**src/rtl/matrix_alu_gen.sv**
```systemverilog
// Matrix arithmetic engine: reads two operand slots element by element and writes
// ADD/SUB/MUL/SCA/TRA/HAD results plus dimensions to a destination slot.
module matrix_alu_gen #(
    parameter int DW     = 16,
    parameter int DIM_W  = 3,
    parameter int SLOT_W = 2,
    parameter int ACC_W  = 2*DW + DIM_W
) (
    input  logic              clk,
    input  logic              rst_n,
    input  logic              start,
    input  logic [2:0]        opcode,
    input  logic              sat_en,
    input  logic [DW-1:0]     scalar_val,
    input  logic [SLOT_W-1:0] slot_a,
    input  logic [SLOT_W-1:0] slot_b,
    input  logic [SLOT_W-1:0] slot_dst,
    output logic              busy,
    output logic              done,
    output logic              error,
    output logic [1:0]        err_code,
    output logic              ovf,
    output logic [SLOT_W-1:0] mem_rd_slot,
    output logic [DIM_W-1:0]  mem_rd_row,
    output logic [DIM_W-1:0]  mem_rd_col,
    input  logic [DW-1:0]     mem_rd_data,
    input  logic [DIM_W-1:0]  mem_dim_m,
    input  logic [DIM_W-1:0]  mem_dim_n,
    output logic [SLOT_W-1:0] mem_wr_slot,
    output logic [DIM_W-1:0]  mem_wr_row,
    output logic [DIM_W-1:0]  mem_wr_col,
    output logic [DW-1:0]     mem_wr_data,
    output logic              mem_wr_we,
    output logic [DIM_W-1:0]  mem_res_m,
    output logic [DIM_W-1:0]  mem_res_n,
    output logic              mem_dim_we
);

    localparam logic [2:0] OP_ADD = 3'b000;
    localparam logic [2:0] OP_SUB = 3'b001;
    localparam logic [2:0] OP_MUL = 3'b010;
    localparam logic [2:0] OP_SCA = 3'b011;
    localparam logic [2:0] OP_TRA = 3'b100;
    localparam logic [2:0] OP_HAD = 3'b101;

    typedef enum logic [3:0] {
        S_IDLE, S_DIM_A, S_DIM_B, S_CHECK, S_INIT,
        S_RD_A, S_RD_B, S_MAC, S_WRITE, S_DONE, S_ERROR
    } state_t;

    state_t               state_q, state_d;
    logic [2:0]           op_q, op_d;
    logic                 sat_q, sat_d;
    logic [DW-1:0]        scalar_q, scalar_d;
    logic [SLOT_W-1:0]    slot_a_q, slot_a_d, slot_b_q, slot_b_d, slot_dst_q, slot_dst_d;
    logic [DIM_W-1:0]     ma_q, ma_d, na_q, na_d, mb_q, mb_d, nb_q, nb_d;
    logic [DIM_W-1:0]     res_m_q, res_m_d, res_n_q, res_n_d;
    logic [DIM_W-1:0]     i_q, i_d, j_q, j_d, k_q, k_d;
    logic [ACC_W-1:0]     acc_q, acc_d;
    logic [DW-1:0]        a_val_q, a_val_d, b_val_q, b_val_d;
    logic [DIM_W-1:0]     wr_row_q, wr_row_d, wr_col_q, wr_col_d;
    logic [DW-1:0]        wr_data_q, wr_data_d;
    logic                 wr_we_q, wr_we_d, dim_we_q, dim_we_d;
    logic [1:0]           err_code_q, err_code_d;
    logic                 ovf_q, ovf_d;

    logic signed [ACC_W-1:0] a_ext, b_ext, s_ext, rd_ext, full, trunc_ext, mac_sum;
    logic                    elem_ovf;
    logic [DW-1:0]           elem_data;
    logic                    op_illegal, op_two_src, alias_err, dim_err;

    // All arithmetic is done at ACC_W; the narrower widths of ADD/SUB/SCA/HAD are subsets.
    always_comb begin
        a_ext  = {{(ACC_W-DW){a_val_q[DW-1]}}, a_val_q};
        b_ext  = {{(ACC_W-DW){b_val_q[DW-1]}}, b_val_q};
        s_ext  = {{(ACC_W-DW){scalar_q[DW-1]}}, scalar_q};
        rd_ext = {{(ACC_W-DW){mem_rd_data[DW-1]}}, mem_rd_data};
        mac_sum = acc_q + a_ext * rd_ext;
        case (op_q)
            OP_ADD:  full = a_ext + b_ext;
            OP_SUB:  full = a_ext - b_ext;
            OP_MUL:  full = acc_q;
            OP_SCA:  full = a_ext * s_ext;
            OP_HAD:  full = a_ext * b_ext;
            default: full = a_ext;
        endcase
        trunc_ext = {{(ACC_W-DW){full[DW-1]}}, full[DW-1:0]};
        elem_ovf  = (trunc_ext != full);
        if (elem_ovf && sat_q)
            elem_data = full[ACC_W-1] ? {1'b1, {(DW-1){1'b0}}} : {1'b0, {(DW-1){1'b1}}};
        else
            elem_data = full[DW-1:0];
    end

    always_comb begin
        op_illegal = (op_q[2:1] == 2'b11);
        op_two_src = (op_q == OP_ADD) || (op_q == OP_SUB) || (op_q == OP_MUL) || (op_q == OP_HAD);
        alias_err  = (slot_dst_q == slot_a_q) || (op_two_src && (slot_dst_q == slot_b_q));
        if (op_q == OP_MUL)
            dim_err = (ma_q == '0) || (na_q == '0) || (mb_q == '0) || (nb_q == '0) || (na_q != mb_q);
        else if (op_two_src)
            dim_err = (ma_q == '0) || (na_q == '0) || (ma_q != mb_q) || (na_q != nb_q);
        else
            dim_err = (ma_q == '0) || (na_q == '0);
    end

    always_comb begin
        state_d    = state_q;
        op_d       = op_q;
        sat_d      = sat_q;
        scalar_d   = scalar_q;
        slot_a_d   = slot_a_q;
        slot_b_d   = slot_b_q;
        slot_dst_d = slot_dst_q;
        ma_d       = ma_q;
        na_d       = na_q;
        mb_d       = mb_q;
        nb_d       = nb_q;
        res_m_d    = res_m_q;
        res_n_d    = res_n_q;
        i_d        = i_q;
        j_d        = j_q;
        k_d        = k_q;
        acc_d      = acc_q;
        a_val_d    = a_val_q;
        b_val_d    = b_val_q;
        wr_row_d   = wr_row_q;
        wr_col_d   = wr_col_q;
        wr_data_d  = wr_data_q;
        wr_we_d    = 1'b0;
        dim_we_d   = 1'b0;
        err_code_d = err_code_q;
        ovf_d      = ovf_q;
        mem_rd_slot = slot_a_q;
        mem_rd_row  = '0;
        mem_rd_col  = '0;

        case (state_q)
            S_IDLE: begin
                if (start) begin
                    op_d       = opcode;
                    sat_d      = sat_en;
                    scalar_d   = scalar_val;
                    slot_a_d   = slot_a;
                    slot_b_d   = slot_b;
                    slot_dst_d = slot_dst;
                    err_code_d = '0;
                    ovf_d      = 1'b0;
                    state_d    = S_DIM_A;
                end
            end
            S_DIM_A: begin
                ma_d    = mem_dim_m;
                na_d    = mem_dim_n;
                state_d = S_DIM_B;
            end
            S_DIM_B: begin
                mem_rd_slot = slot_b_q;
                mb_d    = mem_dim_m;
                nb_d    = mem_dim_n;
                state_d = S_CHECK;
            end
            S_CHECK: begin
                if (op_illegal) begin
                    err_code_d = 2'b10;
                    state_d    = S_ERROR;
                end else if (alias_err) begin
                    err_code_d = 2'b11;
                    state_d    = S_ERROR;
                end else if (dim_err) begin
                    err_code_d = 2'b01;
                    state_d    = S_ERROR;
                end else begin
                    res_m_d = (op_q == OP_TRA) ? na_q : ma_q;
                    res_n_d = (op_q == OP_MUL) ? nb_q : (op_q == OP_TRA) ? ma_q : na_q;
                    state_d = S_INIT;
                end
            end
            S_INIT: begin
                dim_we_d = 1'b1;
                i_d      = '0;
                j_d      = '0;
                k_d      = '0;
                acc_d    = '0;
                state_d  = S_RD_A;
            end
            S_RD_A: begin
                // TRA reads transposed, MUL walks A along the shared k index
                if (op_q == OP_TRA) begin
                    mem_rd_row = j_q;
                    mem_rd_col = i_q;
                end else if (op_q == OP_MUL) begin
                    mem_rd_row = i_q;
                    mem_rd_col = k_q;
                end else begin
                    mem_rd_row = i_q;
                    mem_rd_col = j_q;
                end
                a_val_d = mem_rd_data;
                if (op_q == OP_MUL)
                    state_d = S_MAC;
                else if ((op_q == OP_SCA) || (op_q == OP_TRA))
                    state_d = S_WRITE;
                else
                    state_d = S_RD_B;
            end
            S_RD_B: begin
                mem_rd_slot = slot_b_q;
                mem_rd_row  = i_q;
                mem_rd_col  = j_q;
                b_val_d     = mem_rd_data;
                state_d     = S_WRITE;
            end
            S_MAC: begin
                mem_rd_slot = slot_b_q;
                mem_rd_row  = k_q;
                mem_rd_col  = j_q;
                acc_d       = mac_sum;
                if (k_q == na_q - DIM_W'(1)) begin
                    state_d = S_WRITE;
                end else begin
                    k_d     = k_q + DIM_W'(1);
                    state_d = S_RD_A;
                end
            end
            S_WRITE: begin
                wr_we_d   = 1'b1;
                wr_row_d  = i_q;
                wr_col_d  = j_q;
                wr_data_d = elem_data;
                if (elem_ovf)
                    ovf_d = 1'b1;
                acc_d   = '0;
                k_d     = '0;
                state_d = S_RD_A;
                if (j_q == res_n_q - DIM_W'(1)) begin
                    j_d = '0;
                    if (i_q == res_m_q - DIM_W'(1))
                        state_d = S_DONE;
                    else
                        i_d = i_q + DIM_W'(1);
                end else begin
                    j_d = j_q + DIM_W'(1);
                end
            end
            S_DONE:  state_d = S_IDLE;
            S_ERROR: state_d = S_IDLE;
            default: state_d = S_IDLE;
        endcase
    end

    always_ff @(posedge clk or negedge rst_n) begin
        if (!rst_n) begin
            state_q    <= S_IDLE;
            op_q       <= '0;
            sat_q      <= 1'b0;
            scalar_q   <= '0;
            slot_a_q   <= '0;
            slot_b_q   <= '0;
            slot_dst_q <= '0;
            ma_q       <= '0;
            na_q       <= '0;
            mb_q       <= '0;
            nb_q       <= '0;
            res_m_q    <= '0;
            res_n_q    <= '0;
            i_q        <= '0;
            j_q        <= '0;
            k_q        <= '0;
            acc_q      <= '0;
            a_val_q    <= '0;
            b_val_q    <= '0;
            wr_row_q   <= '0;
            wr_col_q   <= '0;
            wr_data_q  <= '0;
            wr_we_q    <= 1'b0;
            dim_we_q   <= 1'b0;
            err_code_q <= '0;
            ovf_q      <= 1'b0;
        end else begin
            state_q    <= state_d;
            op_q       <= op_d;
            sat_q      <= sat_d;
            scalar_q   <= scalar_d;
            slot_a_q   <= slot_a_d;
            slot_b_q   <= slot_b_d;
            slot_dst_q <= slot_dst_d;
            ma_q       <= ma_d;
            na_q       <= na_d;
            mb_q       <= mb_d;
            nb_q       <= nb_d;
            res_m_q    <= res_m_d;
            res_n_q    <= res_n_d;
            i_q        <= i_d;
            j_q        <= j_d;
            k_q        <= k_d;
            acc_q      <= acc_d;
            a_val_q    <= a_val_d;
            b_val_q    <= b_val_d;
            wr_row_q   <= wr_row_d;
            wr_col_q   <= wr_col_d;
            wr_data_q  <= wr_data_d;
            wr_we_q    <= wr_we_d;
            dim_we_q   <= dim_we_d;
            err_code_q <= err_code_d;
            ovf_q      <= ovf_d;
        end
    end

    assign busy        = (state_q != S_IDLE);
    assign done        = (state_q == S_DONE);
    assign error       = (state_q == S_ERROR);
    assign err_code    = err_code_q;
    assign ovf         = ovf_q;
    assign mem_wr_slot = slot_dst_q;
    assign mem_wr_row  = wr_row_q;
    assign mem_wr_col  = wr_col_q;
    assign mem_wr_data = wr_data_q;
    assign mem_wr_we   = wr_we_q;
    assign mem_res_m   = res_m_q;
    assign mem_res_n   = res_n_q;
    assign mem_dim_we  = dim_we_q;

endmodule
```
**config.mk**
```make
export PLATFORM = sky130hd
export DESIGN_NAME = matrix_alu_gen
export DESIGN_NICKNAME = d
export VERILOG_FILES = /design/src/rtl/matrix_alu_gen.sv
export SDC_FILE = /design/constraint.sdc
export NUM_CORES = 2
export LEC_CHECK = 0
export ABC_AREA = 1
export CORE_AREA = 5 5 436 438
export DETAILED_ROUTE_END_ITERATION = 6
export DIE_AREA = 0 0 441 443
export GPL_TIMING_DRIVEN = 0
export PLACE_DENSITY = 0.38
export RECOVER_POWER = 50
export SKIP_LAST_GASP = 1
export SLEW_MARGIN = 5
export SYNTH_ARGS = -nofsm -noshare
export SYNTH_HDL_FRONTEND = slang
export SYNTH_SLANG_ARGS = --single-unit
```
**constraint.sdc**
```tcl
create_clock -name clk -period 8.5 [get_ports clk]
set_input_delay 1.275 -clock clk [delete_from_list [all_inputs] [get_ports clk]]
set_output_delay 1.275 -clock clk [all_outputs]
set_load 0.01 [all_outputs]
```
### After elaboration in Yosys (flattened, before gate mapping)

Cells that the tools add are included.

| operators by class | value |
|---|---|
| $add $sub $neg | 9 |
| $mul | 3 |
| equal/unequal tests | 31 |
| muxes and demuxes | 42 |
| bitwise operators | 3 |
| reductions and logical operators | 33 |

Operators by type and width:

| cell | number |
|---|---|
| $pmux W35 S5 | 1 |
| $mul A16 B16 Y32 | 3 |
| $pmux W35 S2 | 1 |
| $mux W4 | 9 |
| $pmux W4 S9 | 1 |
| $add A35 B35 Y35 | 1 |
| $mux W16 | 2 |
| $mux W3 | 10 |
| $pmux W3 S2 | 4 |
| $ne A1 B19 Y1 | 1 |
| $add A16 B16 Y17 | 1 |
| $sub A16 B16 Y17 | 1 |
| $eq A4 B3 Y1 const B | 4 |
| $logic_not A3 Y1 | 5 |
| $eq A4 B4 Y1 const B | 3 |
| $logic_or A1 B1 Y1 | 11 |
| $mux W2 | 5 |
| $ne A2 B2 Y1 const B | 5 |
| $add A3 B1 Y3 const B | 3 |
| $eq A3 B3 Y1 | 3 |
| $ne A3 B3 Y1 | 3 |
| $pmux W3 S3 | 1 |
| $reduce_and A3 Y1 | 3 |
| $sub A3 B1 Y3 const B | 3 |
| other kinds (20) | 37 |

| storage, ports and cells | value |
|---|---|
| bits in registers | 151 |
| input bits | 51 |
| output and inout port bits | 46 |

### Logic depth before layout (Yosys ltp)

| depth | value |
|---|---|
| word-level depth | 10 |
| depth in mapped cells | 41 |
| gate-level depth less buffers | 39 |

### Least setup slack after synthesis

OpenSTA, ideal clock, no wires.

| timing | value |
|---|---|
| kind | input-to-reg |
| from | input mem_rd_data[1] |
| to | register acc_q[34] |
| setup time | 121 ps |
| arrival | 8406 ps |
| data required time | 8379 ps |
| path slack | -27 ps |
| cell stages on the path | 37 |
| path buffers | 2 |
| path through | clkbuf_1 > clkbuf_1 > nand2_1 > fa_1 > inv_1 > fa_1 > inv_1 > fa_1 > inv_1 > fa_1 > inv_1 > fa_1 > inv_1 > fa_1 > ha_1 > a21oi_1 > o21ai_0 > a21oi_1 > inv_1 > nand2_1 > nand2_1 > a21boi_0 > inv_1 > a21oi_1 > o21ai_0 > nand3_1 > nand2_1 > xor2_1 > ha_1 > nand2_1 > o21ai_0 > inv_1 > o221a_2 > o211ai_1 > xor2_1 > xor2_1 > a22o_1 |

| on the way | value |
|---|---|
| longest elaborated chain between the ends | 3 |

RTL lines:

| what | line | RTL |
|---|---|---|
| start, declared | 26 | `input logic [DW-1:0] mem_rd_data,` |
| $mul A16 B16 Y32 | 78 | `mac_sum = acc_q + a_ext * rd_ext;` |
| $add A35 B35 Y35 | 78 |  |
| $pmux W35 S2 | 138 | `case (state_q)` |
| end signal, assigned | 270 | `acc_q <= '0;` |
| end signal, assigned | 297 | `acc_q <= acc_d;` |
| end, declared | 59 | `logic [ACC_W-1:0] acc_q, acc_d;` |

Every way passes these cells.
A chain may end at the register's enable or synchronous reset.

### Worst setup path after layout

| timing | value |
|---|---|
| from | input mem_rd_data[3] |
| to | register acc_q[34] |

Same word-level chain as after synthesis.

==> metrics.yaml <==
status:
  status: "finished with violations"
  violations: "max-capacitance violations, max-slew violations"
floorplanning:
  die_area_sq_mm: 0.195
  placementRows: 159
  core_area_sq_mm: 0.186
  dieHeight_microns: 443
  start_util: 0.228
  chipWidth_microns: 441
  ioPinCount: 97
clock_tree:
  numCtsBuffers: 17
  clock-sinks: 151
  cts_tree: "built"
  clk_pin_slew_ns: 0.09
  cts_buffer_depth: 2
  root_buffer: "clkbuf_16"
  insertion_delay_ns: 0.51
  cts_max_level: 4
timing:
  whs_ns: 0.490
  setup_viol: 0
  period_share: 0.989
  tightest_slew_ns: 4.01
  finClkSkew_ns: 0.0252
  slew_headroom: -1.67
  clock.fmax_mhz: 119
  hold_viol_final: 0
  maxSlewViolCount: 154
  finalSetupTns_ns: 0
  min_period_ns: 8.41
  rsz0062_at_grt: "true"
global_route:
  grt_pass1_wl_mm: 281
  grt_overflow_total: 0
  grt_max_degree: 84
  antenna_found_initial: 12
  grt_pass1_vias: 39300
  groute.usage.overall: 0.199
placed_design:
  io_buffers: 80
  gp_congestion: 0.925
  place_area_sq_mm: 0.0464
  dpl.hpwl_mm: 162
worst_setup_path:
  critical-path-max-stage-delay_ns: 0.61
  critical_path_class: "in -> reg"
  cp-end-kind: "register"
  cp.arrival_ns: 8.82
  startpoint: "mem_rd_data[3]"
  start_kind: "input pin"
  r2r_end: "acc_q[34]"
  reg2reg_slack_ns: 0.20
  required_ns: 8.91
  endpoint: "acc_q[34]"
  worst_path_max_delay_cell: "fa_1"
  reg2reg_from: "a_val_q[0]"
  critical_path.max_fanout: 9
  reg2reg_depth: 37
  path_common_cell: "fa_1"
synth:
  synthesis.nets: 6907
  syn-cell-area_sq_mm: 0.0424
  async_reset_ff_frac: 1.00
  synth_top_area_share: 0.373
  avgSynthCellArea_sq_um: 7.37
  synth-warning-count: 0
  ys_seq_area_frac: 0.0892
  synth_edf_count: 0
  ys_seq_elements: 151
  synthFlopType: "dfrtp_1"
  yosysTopAreaCell: "fa_1"
  synth_area_leaders: "fa_1 (37%), nand2_1 (14%), inv_1 (13%)"
  ys_types: 58
  netlist_instances: 5747
layout:
  design_area_sq_mm: 0.0489
  area_growth_pct: 15.4
  fin_nets: 7048
  drive_gt1_frac: 0.0620
drt:
  num_vias: 37300
  dr.pass1.iters: 7
  ant_nets: 0
  wire_per_inst_microns: 23.1
  viasPerCell: 4.44
  dr.first_iter.drc_count: 2467
  route.detailed.drc: 0
  routed_wirelength_mm: 194
flow_run:
  maxCapViolations: 2
min_path:
  hold_class: "reg -> reg"
-- timing repair --
action                                  CTS  global route
endpoints found under the setup margin   39            29
hold buffers                              0             0
buffers inserted                         11            33
resized for setup                       350           161
hold endpoints to repair                  0             0
pin swaps                                15            44
gates cloned                              1             1
-- cell usage after synthesis, types with 39 or more instances --
library cell	n
dfrtp_1	151
nand3_1	164
clkbuf_1	166
nand2_1	1615
inv_1	1502
nor2_1	252
xor2_1	47
buf_1	39
ha_1	320
a21oi_1	200
o21ai_0	188
fa_1	789
-- logic make-up (layout without fill, tap and decap cells) --
family / count (synthesis) / after routing / share of synthesized area
other: 0 / 4 / 0
xor gates and xnor gates: 84 / 84 / 0.0174
and+or+nand+nor: 2144 / 2144 / 0.202
DFF: 151 / 151 / 0.0892
buffers and inverters: 1735 / 1889 / 0.154
adders and majority gates: 1109 / 1109 / 0.467
AOI/OAI and AO/OA: 524 / 524 / 0.0701
-- cell usage in the layout (no fill, tap or decap), types with 79 or more instances in the layout --
cell type	instances
ha_1	300
a21oi_1	187
o21ai_0	171
fa_1	783
clkdlybuf4s50_1	79
nor2_1	243
nand3_1	155
nand2_1	1604
inv_1	1497
dfrtp_1	148
-- metrics by stage --
| stage | std cells | setup WS (ns) | util |
|---|---|---|---|
| final | 8400 | 0.0895 | 0.263 |
| after global routing | 8397 | -0.105 | 0.263 |
| after CTS | 8367 | -0.0509 | 0.259 |
| after detailed placement | 8324 | -3.39 | 0.249 |
| after global placement | 8322 | -3.44 | 0.249 |
| after floorplan | 5747 | 0.00902 | - |
-- state kept, by name (all words and copies together), names as in the netlist, 4 cells and up --
name and flops:
acc_q 35, a_val_q 16, b_val_q 16, mem_wr_data 16, scalar_q 16, state_q 4
-- worst min path at each step --
stage	cells after the start	end	from	slack [ns]
global route	2	mem_wr_data[6]	mem_wr_data[6]	0.51
finish	2	mem_wr_data[6]	mem_wr_data[6]	0.49
global placement	2	mem_wr_data[12]	mem_wr_data[12]	0.48
floorplan	2	na_q[1]	na_q[1]	0.47
detailed placement	2	mem_wr_data[6]	mem_wr_data[6]	0.46
CTS	2	mem_wr_data[6]	mem_wr_data[6]	0.49
-- layer usage --
metal | GRT usage | routed length, microns | vias up
met5 | 0 | 23 | -
met4 | 0.0676 | 7830 | 4
met3 | 0.0281 | 9260 | 205
met2 | 0.335 | 92700 | 942
met1 | 0.261 | 84000 | 19000
li1 | - | - | 17200
-- final cells by class --
cell class	count	area [sq um]
Buffer	210	1590
Timing Repair Buffer	128	1190
Clock buffer	18	429
Tap cell	2495	3120
Multi-Input combinational cell	3861	32900
Clock inverter	14	134
Antenna cell	4	10.0
Fill cell	21000	137000
Inverter	1519	5710
Sequential cell	151	3780
-- critical path: cells and delay by family --
kind / cells / cell delay [ns]
AOI/OAI and AO/OA: 8 / 1.35
buffers and inverters: 9 / 0.92
xor gates and xnor gates: 3 / 0.58
and+or+nand+nor: 10 / 0.97
adders and majority gates: 8 / 3.71
Power is left out: the tool's default activity adds up to more than one toggle a clock period on the data nets, which glitch-free logic cannot reach.
